[src/rtl/hamming_nibble_packer_if.sv]
// hamming_nibble_packer_if: handshake and status bundle for hamming_nibble_packer
// Signals:
//   cw_valid/cw_ready/cw_in  codeword input handshake (7-bit corrected codeword)
//   flush                    one-cycle request to emit a pending half byte
//   out_valid/out_ready      byte output handshake
//   byte_out/out_half        packed byte and flushed-partial marker
//   byte_count               bytes pushed into the FIFO since reset
//   residual_err/err_count   only with HAMMING_PACKER_RECHECK_EN defined
// Modports: slave = packer side, master = producer/consumer side.
interface hamming_nibble_packer_if #(
    parameter int CNT_W = 16
);
    logic             cw_valid;
    logic             cw_ready;
    logic [6:0]       cw_in;
    logic             flush;
    logic             out_valid;
    logic             out_ready;
    logic [7:0]       byte_out;
    logic             out_half;
    logic [CNT_W-1:0] byte_count;
`ifdef HAMMING_PACKER_RECHECK_EN
    logic             residual_err;
    logic [7:0]       err_count;
`endif

    modport slave (
        input  cw_valid, cw_in, flush, out_ready,
        output cw_ready, out_valid, byte_out, out_half, byte_count
`ifdef HAMMING_PACKER_RECHECK_EN
        , output residual_err, err_count
`endif
    );

    modport master (
        output cw_valid, cw_in, flush, out_ready,
        input  cw_ready, out_valid, byte_out, out_half, byte_count
`ifdef HAMMING_PACKER_RECHECK_EN
        , input residual_err, err_count
`endif
    );
endinterface

[src/rtl/hamming_nibble_packer.sv]
// hamming_nibble_packer: strips Hamming(7,4) parity, packs nibble pairs into bytes, buffers them in a FIFO
// Ports:
//   clk  rising-edge clock
//   rst  synchronous active-high reset
//   bus  hamming_nibble_packer_if.slave (codeword in, flush, byte out, byte_count)
// Parameters: DEPTH FIFO entries (power of two, 2..16), CNT_W byte counter width.
// Optional: define HAMMING_PACKER_RECHECK_EN to add syndrome recheck
//   (bus.residual_err sticky flag, bus.err_count saturating counter).
module hamming_nibble_packer #(
    parameter int DEPTH = 4,
    parameter int CNT_W = 16
) (
    input logic                    clk,
    input logic                    rst,
    hamming_nibble_packer_if.slave bus
);
    localparam int PTR_W = $clog2(DEPTH);
    localparam int OCC_W = PTR_W + 1;

    typedef enum logic {EMPTY, HAVE_HI} state_t;

    state_t           state_q, state_d;
    logic [3:0]       hi_q, hi_d;
    logic             flush_q, flush_d;
    logic [8:0]       mem_q [DEPTH];
    logic [PTR_W-1:0] rd_q, wr_q;
    logic [OCC_W-1:0] occ_q;
    logic [CNT_W-1:0] bcnt_q;
    logic [3:0]       nib;
    logic             full, accept, pop, push, exec;
    logic [8:0]       push_data;

    assign nib           = {bus.cw_in[6], bus.cw_in[5], bus.cw_in[4], bus.cw_in[2]};
    assign full          = occ_q == OCC_W'(DEPTH);
    assign bus.cw_ready  = !rst && !full;
    assign accept        = bus.cw_valid && bus.cw_ready;
    assign bus.out_valid = occ_q != '0;
    assign pop           = bus.out_valid && bus.out_ready;
    assign bus.byte_out  = mem_q[rd_q][7:0];
    assign bus.out_half  = mem_q[rd_q][8];
    assign bus.byte_count = bcnt_q;

    // A completing accept always wins over a pending flush, so a flush can
    // never split a byte that is being completed in the same cycle.
    always_comb begin
        state_d   = state_q;
        hi_d      = hi_q;
        push      = 1'b0;
        push_data = {1'b0, hi_q, nib};
        exec      = state_q == HAVE_HI && flush_q && !full && !accept;
        if (state_q == EMPTY) begin
            if (accept) begin
                hi_d    = nib;
                state_d = HAVE_HI;
            end
        end else if (accept) begin
            push    = 1'b1;
            state_d = EMPTY;
        end else if (exec) begin
            push      = 1'b1;
            push_data = {1'b1, hi_q, 4'b0000};
            state_d   = EMPTY;
        end
        // pending flush survives only while a half byte waits behind a full FIFO
        flush_d = bus.flush || (flush_q && state_q == HAVE_HI && !accept && !exec);
    end

    always_ff @(posedge clk) begin
        if (rst) begin
            state_q <= EMPTY;
            hi_q    <= '0;
            flush_q <= 1'b0;
            rd_q    <= '0;
            wr_q    <= '0;
            occ_q   <= '0;
            bcnt_q  <= '0;
            for (int i = 0; i < DEPTH; i++) mem_q[i] <= '0;
        end else begin
            state_q <= state_d;
            hi_q    <= hi_d;
            flush_q <= flush_d;
            if (push) mem_q[wr_q] <= push_data;
            wr_q   <= wr_q + PTR_W'(push);
            rd_q   <= rd_q + PTR_W'(pop);
            occ_q  <= occ_q + OCC_W'(push) - OCC_W'(pop);
            bcnt_q <= bcnt_q + CNT_W'(push);
        end
    end

`ifdef HAMMING_PACKER_RECHECK_EN
    logic [2:0] syn;
    logic       res_q;
    logic [7:0] ecnt_q;

    // syndrome {s4, s2, s1}; any nonzero value means upstream left an error
    assign syn = {bus.cw_in[6] ^ bus.cw_in[5] ^ bus.cw_in[4] ^ bus.cw_in[3],
                  bus.cw_in[6] ^ bus.cw_in[5] ^ bus.cw_in[2] ^ bus.cw_in[1],
                  bus.cw_in[6] ^ bus.cw_in[4] ^ bus.cw_in[2] ^ bus.cw_in[0]};
    assign bus.residual_err = res_q;
    assign bus.err_count    = ecnt_q;

    always_ff @(posedge clk) begin
        if (rst) begin
            res_q  <= 1'b0;
            ecnt_q <= '0;
        end else if (accept && syn != 3'b000) begin
            res_q  <= 1'b1;
            ecnt_q <= ecnt_q + {7'b0, ecnt_q != 8'hFF};
        end
    end
`endif
endmodule

[src/flat_wrapper.sv]
// flat-port wrapper written by rule: the top's interface ports become plain ports
module hamming_nibble_packer_flat 
#(
    parameter int DEPTH = 4,
    parameter int CNT_W = 16
)
  (clk, rst, bus_cw_valid, bus_cw_in, bus_flush, bus_out_ready, bus_cw_ready, bus_out_valid, bus_byte_out, bus_out_half, bus_byte_count);
  hamming_nibble_packer_if #(.CNT_W(CNT_W)) bus_i ();
  input logic clk;
  input logic rst;
  input wire logic [$bits(bus_i.cw_valid)-1:0] bus_cw_valid;
  input wire logic [$bits(bus_i.cw_in)-1:0] bus_cw_in;
  input wire logic [$bits(bus_i.flush)-1:0] bus_flush;
  input wire logic [$bits(bus_i.out_ready)-1:0] bus_out_ready;
  output wire logic [$bits(bus_i.cw_ready)-1:0] bus_cw_ready;
  output wire logic [$bits(bus_i.out_valid)-1:0] bus_out_valid;
  output wire logic [$bits(bus_i.byte_out)-1:0] bus_byte_out;
  output wire logic [$bits(bus_i.out_half)-1:0] bus_out_half;
  output wire logic [$bits(bus_i.byte_count)-1:0] bus_byte_count;
  assign bus_i.cw_valid = bus_cw_valid;
  assign bus_i.cw_in = bus_cw_in;
  assign bus_i.flush = bus_flush;
  assign bus_i.out_ready = bus_out_ready;
  assign bus_cw_ready = bus_i.cw_ready;
  assign bus_out_valid = bus_i.out_valid;
  assign bus_byte_out = bus_i.byte_out;
  assign bus_out_half = bus_i.out_half;
  assign bus_byte_count = bus_i.byte_count;
  hamming_nibble_packer #(.DEPTH(DEPTH), .CNT_W(CNT_W)) u_core (.clk(clk), .rst(rst), .bus(bus_i));
endmodule
[config.mk]
export PLATFORM = sky130hd
export DESIGN_NAME = hamming_nibble_packer_flat
export DESIGN_NICKNAME = d
export VERILOG_FILES = /design/src/rtl/hamming_nibble_packer_if.sv /design/src/rtl/hamming_nibble_packer.sv /design/src/flat_wrapper.sv
export SDC_FILE = /design/constraint.sdc
export NUM_CORES = 1
export LEC_CHECK = 0
export CAP_MARGIN = 30
export CORE_ASPECT_RATIO = 0.7
export CORE_UTILIZATION = 45
export CTS_CLUSTER_DIAMETER = 120
export DETAILED_ROUTE_END_ITERATION = 8
export PLACE_DENSITY = 0.7
export SYNTH_ARGS = -nofsm -noshare
export SYNTH_HDL_FRONTEND = slang
export SYNTH_SLANG_ARGS = --single-unit
[constraint.sdc]
create_clock -name clk -period 7.1 [get_ports clk]
set_input_delay 2.13 -clock clk [delete_from_list [all_inputs] [get_ports clk]]
set_output_delay 2.13 -clock clk [all_outputs]
set_load 0.05 [all_outputs]
==> metrics.cfg, run 1 <==
[synth]
netlist_instances=252
synth_area_per_cell_sq_um=11.5
synth.cell_area_sq_um=2900
ys_seq_elements=65
synth-edff-count=36
synthFlopType=edfxtp_1
synth.yosys.seq_area_share_pct=57.4
ys_warn_count=0
async_flop_share_pct=0
synthesis.nets=272
ys_types=36

[worst_hold_path]
holdCritPathClass=register to register

[power_and_ir_drop]
p_comb_share_pct=27.3
p_sw_share_pct=32.1
leakagePower_nw=1.31
power.internal_uw=741
total_power_mw=1.09
ir_worst_vdd_mv=0.131
pwr-share-clk_pct=30.3
p_sw_uw=351
powerDensity_nw_per_um2=309
seqPwrFrac_pct=42.4

[placement]
dpl.cell_count=355
io_buffers=35
place_area_sq_um=3320
dp_hpwl_mm=4.04
gp_congestion=0.746
dp_worst_setup_slack_ps=1400

[layout]
seqCellArea_sq_um=1660
n_antenna_cell=0
stdcell_area_sq_um=3530
drive_above_1_share_pct=13.3
multi_input_area_sq_um=1130
final_nets=308
fill_cells=537
area_growth_pct=21.9
stdcell_count=371

[setup_path]
cp.arrival_ps=3550
crit_buf_inv=2
worst_setup_path_start_kind=input pin
rrSetupSlack_ps=4380
path_delay_family=buffers and inverters
criticalPathCategory=input pin to output pin
cp-end-kind=output pin
crit_top_cell=clkdlybuf4s50_1
cpPeakStageDelay_ps=820
critical_path_required_ps=4970
cpMaxStageDelayCell=clkdlybuf4s50_1
crit_fanout=2
path_cells=clkdlybuf4s50_1 -> nor2_1 -> clkdlybuf4s50_1

[route]
drt_wl_total_mm=5.83
vias_per_cell=5.36
final_antenna_net_count=0
drtPass1Iterations=9
drt_iter0_drc=100
drc=1
wire_per_inst_um=15.7
via_count=1990

[die]
die_h_um=69.1
initial_core_util_pct=46.6
io_pins=39
die-width_um=97.9
coreArea_sq_um=6220
die_area_sq_um=6770
rows=24

[clock_network]
clock_latency_ps=340
root_buffer=clkbuf_8
cts_sinks=65
postCtsSetupBuffers=0
cts_hold_buf=0
cts_made_buffers=9
clkTransAtPathRegs_ps=60
cts_tree=built
htree_levels=3
cts_resized=0
ctsLongestPathBuffers=2

[global_route]
track_usage_pct=18.8
grt-busiest-layer=met2
grt_pass1_vias=1908
use_met3_pct=4.77
grt_use_met1_pct=27.0
grt_pass1_wl_mm=9.63
antenna_found_initial=0
gr-total-overflow=0
use_met2_pct=27.6
grt_max_degree=40

[sta]
rsz0062_at_grt=no
slew_viol_final=0
post-route-min-period_ps=5680
hold_violations=0
fin_skew_ps=7.84
timing.final.ws_setup_ps=1420
finalSetupTns_ps=0
relSlewSlack_pct=33.8
clock.fmax_mhz=176
tightest_slew_ps=987
fin_crit_sh_pct=80.0
setup_violations=0

[status]
failed_checks=DRC
outcome=finished, violations left

[flow_run]
maxCapViolations=0

-- synthesized netlist by cell type, drive strengths merged, types with 2 or more instances --
cell	count	area share (%)
nor2	41	5.3
edfxtp	36	37
dfxtp	29	20
inv	16	2.1
a21oi	13	2.2
nand3	13	2.4
mux4	9	7.0
nor2b	9	1.9
o21ai	8	1.4
buf	7	1.1
ha	7	3.0
nand4	7	2.0
o31ai	7	1.8
clkbuf	6	0.78
or4	5	1.3
mux2	4	1.6
nand2	4	0.52
nor4	4	0.86
or3	4	0.91
xnor2	4	1.2
nor3b	3	0.78
and2	2	0.43
nand2b	2	0.43
nor3	2	0.35
or3b	2	0.60
xor2	2	0.60
-- cells by family (layout without fill, tap and decap cells) --
| logic type | after synthesis | after routing | synth area share [%] |
|---|---|---|---|
| compound gates | 31 | 31 | 6.22 |
| xor+xnor | 6 | 6 | 1.81 |
| fa+ha+maj | 8 | 8 | 3.71 |
| buf+inv | 29 | 70 | 3.93 |
| flops | 65 | 65 | 57.4 |
| mux | 13 | 13 | 8.55 |
| simple gates | 100 | 100 | 18.4 |
-- state kept, by name, summed over array words and instances, names as in the netlist --
signal                 flops
u_core.mem_q              36
u_core.bus.byte_count     16
u_core.hi_q                4
u_core.occ_q               3
u_core.rd_q                2
u_core.wr_q                2
u_core.flush_q             1
u_core.state_q             1
-- cell type report --
| class | count | area share (%) |
|---|---|---|
| tap | 78 | 2.76 |
| timing repair buffer | 38 | 10.6 |
| multi-input combinational | 158 | 32.0 |
| sequential | 65 | 47.0 |
| clock inverter | 7 | 2.41 |
| inverter | 16 | 1.70 |
| clock buffer | 9 | 3.51 |
-- power by group through the flow --
stage	clock network (mW)	logic [mW]	registers, mW
detailed placement	0	0.298	0.473
global route	0.351	0.318	0.471
CTS	0.334	0.299	0.465
floorplan	0	0.231	0.451
finish	0.331	0.298	0.463
global placement	0	0.293	0.471
-- worst reg2reg max path, cell delays in order (launching register included) --
cell and delay (ps):
dfxtp_1 430, nor3b_1 90, buf_4 190, nor3b_1 520
ha_1 260, ha_1 190, nand3_2 200, nor4_1 380
mux2_2 370
-- final timing paths --
path	startpoint	end	cells past startpoint
min reg2reg	u_core.hi_q[3]	u_core.hi_q[3]	2
min	u_core.hi_q[3]	u_core.hi_q[3]	2
max reg2reg	u_core.occ_q[1]	u_core.bus.byte_count[12]	8
max	rst	bus_cw_ready	3
-- metrics by stage --
step	utilization, %	hold WS (ps)
final	56.8	492
after global routing	56.8	505
after CTS	56.8	492
after detailed placement	53.5	481
after global placement	53.5	472
after floorplan	-	454
-- layout by cell type (no fill, tap or decap), types with 3 or more instances in the layout --
master / instances
a21oi_1: 13
buf_4: 3
clkbuf_8: 9
clkdlybuf4s50_1: 35
dfxtp_1: 29
edfxtp_1: 36
ha_1: 7
inv_1: 16
mux2_2: 4
mux4_2: 9
nand2_1: 4
nand3_1: 12
nand4_1: 6
nor2_1: 41
nor2b_1: 9
nor3b_1: 3
nor4_1: 4
o21ai_0: 8
o31ai_1: 5
or3_1: 3
or4_1: 5
xnor2_1: 4
-- routing by layer --
metal	up-vias	share of wire [%]
li1	980	-
met1	956	49
met2	47	45
met3	7	4.8
met4	0	0.86
met5	-	0
Note: power is estimated with default switching activity, not from simulation.
==> inputs of run 2 (changes only) <==
==> constraint.sdc (replaced) <==
create_clock -name clk -period 5.33 [get_ports clk]
set_input_delay 1.599 -clock clk [delete_from_list [all_inputs] [get_ports clk]]
set_output_delay 1.599 -clock clk [all_outputs]
set_load 0.05 [all_outputs]
==> metrics.cfg, run 2 (same netlist as run 1, synthesis figures left out) <==
[route]
drt_wl_total_mm=5.57
wire_per_inst_um=15.0
drc=1
drt_iter0_drc=80
wl_met3_um=267
m1WireLength_mm=2.90
vias_per_cell=5.37
final_antenna_net_count=0
drtPass1Iterations=6
highest_layer=met4
met2_length_mm=2.32
via_count=1996

[die]
coreArea_sq_um=6220
die_h_um=69.1
die-width_um=97.9
io_pins=39
initial_core_util_pct=46.6
rows=24
die_area_sq_um=6770

[clock_network]
cts_sinks=65
root_buffer=clkbuf_8
cts_hold_buf=0
clock_latency_ps=350
ctsLongestPathBuffers=2
cts_made_buffers=9
cts_resized=0
cts_tree=built
clkTransAtPathRegs_ps=70
postCtsSetupBuffers=0
htree_levels=3

[worst_hold_path]
hp-start=u_core.hi_q[2]
holdPathStages=2
holdCritPathClass=register to register
whs_endpoint=u_core.hi_q[2]

[flow_run]
maxCapViolations=0

[setup_path]
reg2regPathDepth=8
r2r_start=u_core.occ_q[1]
cp-end-kind=output pin
worst_setup_path_start_kind=input pin
startpoint=rst
criticalPathCategory=input pin to output pin
reg2reg_to=u_core.bus.byte_count[12]
crit_fanout=23
rrSetupSlack_ps=2570
critical_path_required_ps=3730
cp.arrival_ps=2670

[global_route]
grt_pass1_wl_mm=9.39
grt_pass1_vias=1866
track_usage_pct=18.3
gr-total-overflow=0
grt_max_degree=24
antenna_found_initial=0

[placement]
io_buffers=35
gp_congestion=0.781
dp_hpwl_mm=3.91

[status]
outcome=finished, violations left
failed_checks=DRC

[layout]
area_growth_pct=22.9
fill_cells=524
drive_above_1_share_pct=14.6
seqCellArea_sq_um=1660
largest_reg_flops=36
multi_input_area_sq_um=1130
final_cell_mix=nor2_1, edfxtp_1, clkdlybuf4s50_1
layout_commonest_cell=nor2_1
top_register=u_core.mem_q
final_nets=309
n_antenna_cell=0

[power_and_ir_drop]
ir_worst_vdd_mv=0.188
total_power_mw=1.48
leakagePower_nw=1.32
powerDensity_nw_per_um2=415

[sta]
post-route-min-period_ps=4270
tightest_slew_ps=928
fin_crit_sh_pct=80.1
fin_skew_ps=10.4
rsz0062_at_grt=no
relSlewSlack_pct=37.8
hold_violations=0
clock.fmax_mhz=234
finalSetupTns_ps=0
slew_viol_final=0
setup_violations=0

-- run 2: changes by cell type in the layout (fill, tap and decap cells not counted), sizes merged --
| cell | change |
|---|---|
| clkdlybuf4s50 | -1 |
| buf | +2 |
-- run 2: critical path, cell delays in order --
cell             delay (ps)
clkdlybuf4s50_1         510
buf_4                   280
nor2_1                  120
buf_12                  160
-- run 2: how the worst max path moves through the flow --
stage	to	slack (ps)	depth (start not counted)
after floorplan	bus_cw_ready	940	4
after global placement	u_core.bus.byte_count[14]	1020	9
after detailed placement	u_core.bus.byte_count[14]	880	9
after CTS	bus_cw_ready	1060	4
after global routing	bus_cw_ready	1010	4
final	bus_cw_ready	1060	4
-- run 2: per-stage QoR --
step                      worst slack, ps  std cells  area (sq um)  hold WS, ps  utilization, %
after floorplan                       939        252          2900          454               -
after global placement               1020        356          3340          471            53.7
after detailed placement              881        356          3340          474            53.7
after CTS                            1060        372          3560          485            57.3
after global routing                 1010        372          3560          523            57.3
final                                1060        372          3560          493            57.3
-- run 2: routing by layer --
| layer | vias to the layer above | GRT usage, % |
|---|---|---|
| met4 | 0 | 6.06 |
| li1 | 984 | - |
| met2 | 50 | 25.4 |
| met3 | 9 | 5.98 |
| met5 | - | 0 |
| met1 | 953 | 26.8 |
-- run 2: final cells by class --
cell class | instances | share of cell area (%)
sequential | 65 | 46.7
multi-input combinational | 158 | 31.8
timing repair buffer | 39 | 11.0
clock inverter | 7 | 2.67
clock buffer | 9 | 3.48
tap | 78 | 2.74
inverter | 16 | 1.69
-- run 2: power breakdown --
part	leakage [nW]	internal [mW]	switching, mW
clock	0.109	0.263	0.198
combinational	0.605	0.163	0.235
sequential	0.609	0.569	0.0477
total	1.32	0.995	0.481
